File: src/rtl/reg_wb_ctrl.sv
// Writeback controller: buffers register-write requests in an in-order FIFO and
// drains one per cycle onto the register file write port, with hold, flush and hazard lookup.
module reg_wb_ctrl #(
  parameter int pw    = 4,
  parameter int DEPTH = 4
) (
  input  logic                       clk,
  input  logic                       rst_n,
  input  logic                       req_valid,
  output logic                       req_ready,
  input  logic [pw-1:0]              req_addr,
  input  logic [7:0]                 req_data,
  input  logic                       hold,
  input  logic                       flush,
  input  logic [pw-1:0]              lk_addr,
  output logic                       lk_pend,
  output logic                       wr_en,
  output logic [pw:0]                wr_addr,
  output logic [7:0]                 dat_out,
  output logic [$clog2(DEPTH):0]     count
);
  localparam int AW = $clog2(DEPTH);
  localparam int CW = AW + 1;

  typedef struct packed {
    logic [pw-1:0] addr;
    logic [7:0]    data;
  } wb_ent_t;

  wb_ent_t         mem [DEPTH];
  wb_ent_t         head;
  logic [AW-1:0]   wr_ptr, rd_ptr;
  logic            push, pop;
  logic [DEPTH-1:0] slot_hit;

  assign req_ready = (count != CW'(DEPTH)) & ~flush;
  assign push      = req_valid & req_ready;
  assign pop       = ~hold & ~flush & (count != '0);
  assign head      = mem[rd_ptr];

  always_ff @(posedge clk or negedge rst_n) begin
    if (!rst_n) begin
      wr_ptr  <= '0;
      rd_ptr  <= '0;
      count   <= '0;
      wr_en   <= 1'b0;
      wr_addr <= '0;
      dat_out <= '0;
    end else if (flush) begin
      wr_ptr  <= '0;
      rd_ptr  <= '0;
      count   <= '0;
      wr_en   <= 1'b0;
    end else begin
      if (push) wr_ptr <= wr_ptr + AW'(1);
      if (pop) begin
        rd_ptr  <= rd_ptr + AW'(1);
        wr_en   <= 1'b1;
        wr_addr <= {1'b0, head.addr};
        dat_out <= head.data;
      end else begin
        wr_en   <= 1'b0;
      end
      case ({push, pop})
        2'b10:   count <= count + CW'(1);
        2'b01:   count <= count - CW'(1);
        default: ;
      endcase
    end
  end

  // Payload storage carries no reset; validity is tracked by pointers and count.
  always_ff @(posedge clk) begin
    if (push) mem[wr_ptr] <= '{addr: req_addr, data: req_data};
  end

  // A slot is live when its distance from the head is below the occupancy.
  for (genvar i = 0; i < DEPTH; i++) begin : g_slot
    logic [AW-1:0] ofs;
    assign ofs         = AW'(i) - rd_ptr;
    assign slot_hit[i] = ({1'b0, ofs} < count) && (mem[i].addr == lk_addr);
  end

  assign lk_pend = (|slot_hit) | (wr_en & (wr_addr[pw-1:0] == lk_addr));

endmodule

File: config.mk
export PLATFORM = sky130hd
export DESIGN_NAME = reg_wb_ctrl
export DESIGN_NICKNAME = d
export VERILOG_FILES = /design/src/rtl/reg_wb_ctrl.sv
export SDC_FILE = /design/constraint.sdc
export NUM_CORES = 1
export LEC_CHECK = 0
export ABC_CLOCK_PERIOD_IN_PS = 2050
export BUFFER_PORTS_ARGS = -buffer_cell sky130_fd_sc_hd__buf_2
export CORE_MARGIN = 2
export CORE_UTILIZATION = 40
export DETAILED_ROUTE_END_ITERATION = 6
export PLACE_DENSITY = 0.68
export SYNTH_ARGS = -nofsm -noshare
export SYNTH_HDL_FRONTEND = slang
export SYNTH_SLANG_ARGS = --single-unit
File: constraint.sdc
create_clock -name clk -period 2.05 [get_ports clk]
set_input_delay 0.1025 -clock clk [delete_from_list [all_inputs] [get_ports clk]]
set_output_delay 0.1025 -clock clk [all_outputs]
set_load 0.05 [all_outputs]
==> flow_summary.json <==
{
  "fin_crit_ns": 1.92,
  "drt_iter0_markers": 65,
  "grt_max_degree": 21,
  "synth_fp_nets": 231,
  "status": "finished, final reports clean",
  "antenna_left": 0,
  "ys.flop_type": "edfxtp_1",
  "ios": 40,
  "synthSimpleGateAreaFrac_pct": 5.61,
  "power_switching_mw": 1.43,
  "synth_cell_types": 43,
  "drt_first_pass_iters": 4,
  "power.internal_mw": 2.81,
  "power_mw": 4.24,
  "die_area_um2": 8580,
  "worstSetupPathType": "reg -> out",
  "die_w_um": 92.6,
  "report.final.slew_viol_count": 0,
  "wirelength_mm": 5.80,
  "synth_common_cells": "edfxtp_1 (48), dfrtp_1 (20), xor2_1 (20), mux4_2 (12), mux2_2 (9)",
  "synthXorXnorAreaFrac_pct": 6.97,
  "yosys.area.top_type": "edfxtp_1",
  "synth_compound_area_share_pct": 4.98,
  "dp_cells": 331,
  "drcViolationCount": 0,
  "startpoint_type": "flip-flop",
  "synth_fa_ha_area_share_pct": 3.82,
  "tns_ns": 0,
  "final_cells": 362,
  "fin_skew_ns": 0.00681,
  "ir_worst_vdd_v": 0.000714,
  "row_count": 32,
  "tightest_slew_ns": 0.502,
  "cts_made_buffers": 9,
  "cts_max_level": 3,
  "synthMuxAreaShare_pct": 13.2,
  "final_nets": 285,
  "grt_use_total_pct": 15.1,
  "initial_core_util_pct": 40.9,
  "seq_area_frac_synth_pct": 61.8,
  "yosysMostFrequentCell": "edfxtp_1",
  "clkTransAtPathRegs_ns": 0.08,
  "yosys-top-cells-area": "edfxtp_1 (46%), dfrtp_1 (16%), mux4_2 (8.6%)",
  "seqPwrFrac_pct": 41.9,
  "max-slew-margin-rel_pct": 66.5,
  "grt_pass1_vias": 1933,
  "synth_edf_count": 48,
  "post-route-period-util_pct": 93.7,
  "synth_area_um2": 3140,
  "grt_antenna_before_repair": 0,
  "root_buffer": "clkbuf_8",
  "io_buffers": 38,
  "clk_path_buf_depth": 2,
  "final-setup-viol-count": 0,
  "synthCells": 201,
  "utilization_pct": 49.8,
  "ys_ff_latch": 68,
  "area_delta_synth_final_pct": 21.7,
  "fmax_mhz": 520,
  "insertion_delay_ns": 0.34,
  "synth_top_family_by_area": "multiplexers",
  "viasPerCell": 4.90,
  "cp.arrival_ns": 1.82,
  "ys_async_sr_fraction_pct": 29.4,
  "layout-drive-gt1-share_pct": 38.1,
  "synth_area_per_cell_um2": 15.6,
  "vias": 1774,
  "endpoint_kind": "primary output",
  "wl_per_cell_um": 16.0,
  "worstPathRequired_ns": 1.95,
  "grt_pass1_wl_mm": 9.59,
  "hold_viol": 0,
  "cts_tree": "built",
  "powerDensity_nw_per_um2": 1110,
  "switching_share_pct": 33.8,
  "grt-ovfl-total": 0,
  "gp_congestion": 0.759,
  "core_um2": 7690,
  "die_h_um": 92.6,
  "dp_hpwl_mm": 3.82,
  "crit_fanout": 4,
  "synth_top_area_share_pct": 45.9,
  "num_antenna_cells": 0,
  "min_path_type": "in -> reg",
  "numClockSinks": 68,
  "drv_cap": 0,
  "combPwrFrac_pct": 28.2,
  "leakage_nw": 1.44,
  "yosys_warnings": 0,
  "p_clk_share_pct": 29.9,
  "holdWs_ns": 0.0801
}
[critical path, stage by stage (launching register included)]
cell      delay, ns
dfrtp_2        0.41
inv_1          0.05
ha_1           0.28
a21oi_1        0.14
o21bai_1       0.10
a22oi_2        0.21
nand4_1        0.12
buf_6          0.17
[final timing paths]
kind,start,slack (ns),cells past startpoint,endpoint
min reg2reg,dat_out[7],0.50,1,dat_out[7]
min,flush,0.08,2,rd_ptr[0]
min in group asynchronous,rst_n,0.26,2,wr_ptr[0]
max,rd_ptr[1],0.13,7,lk_pend
max reg2reg,count[1],0.23,7,count[2]
max in group asynchronous,rst_n,1.42,2,rd_ptr[1]
[cell type report]
| cell class | count | area, um2 |
|---|---|---|
| Sequential cell | 68 | 1950 |
| Tap cell | 102 | 128 |
| Inverter | 8 | 30.0 |
| Timing Repair Buffer | 57 | 372 |
| Clock buffer | 11 | 151 |
| Fill cell | 688 | 3860 |
| Clock inverter | 5 | 83.8 |
| Multi-Input combinational cell | 111 | 1110 |
[cell usage in the layout, fill, tap and decap left out, types with 2 or more instances in the layout]
master and instances:
dfrtp_2 5, mux2_1 3, mux2_2 9, buf_2 37, a211oi_1 2, edfxtp_1 48, clkbuf_8 11, nor4_1 4
mux4_2 12, a21oi_1 7, nand2_1 6, inv_1 7, and2_2 4, nor2_1 3, buf_4 6, nand3_1 2
bufinv_16 2, ha_1 8, o21bai_1 2, clkinvlp_4 2, dlygate4sd3_1 13, o21ai_1 2, dfrtp_1 15, xor2_1 20
nor3_4 2, xnor2_1 4
[flip-flops by register name, indices dropped and copies added (netlist names)]
| signal | cells |
|---|---|
| mem | 48 |
| rd_ptr | 2 |
| wr_addr | 4 |
| wr_ptr | 2 |
| count | 3 |
| wr_en | 1 |
| dat_out | 8 |
[per-layer routing]
layer	track usage, %	wire (um)
met3	4.07	228
met5	0	0
met2	24.3	2790
met1	19.5	2700
met4	6.25	84
[stage by stage]
stage               instance area [um2]  worst slack, ns
finish                             3830            0.129
global route                       3830          -0.0461
CTS                                3790          0.00206
detailed placement                 3420            0.256
global placement                   3420            0.298
floorplan                          3160          0.00399
[logic make-up after synthesis]
| logic type | count (synthesis) |
|---|---|
| fa+ha+maj | 9 |
| other cells | 1 |
| compound gates | 22 |
| mux | 25 |
| simple gates | 29 |
| buf+inv | 22 |
| flops | 68 |
| xor+xnor | 25 |
[what timing repair did]
item                                    4_1_cts  5_1_grt
endpoints found under the setup margin        1        1
gates resized for setup                       0       11
hold endpoints to repair                     68        0
pin swaps                                     0        1
setup buffers                                 1        1
hold buffers                                 13        0
[power groups by stage]
| stage | Clock, mW | Combinational [mW] | Sequential [mW] |
|---|---|---|---|
| after CTS | 1.29 | 1.19 | 1.78 |
| final | 1.27 | 1.20 | 1.78 |
| after floorplan | 0 | 0.464 | 2.24 |
| after detailed placement | 0 | 1.16 | 1.81 |
| after global routing | 1.36 | 1.28 | 1.80 |
| after global placement | 0 | 1.15 | 1.81 |
Note: power is estimated with default switching activity, not from simulation.
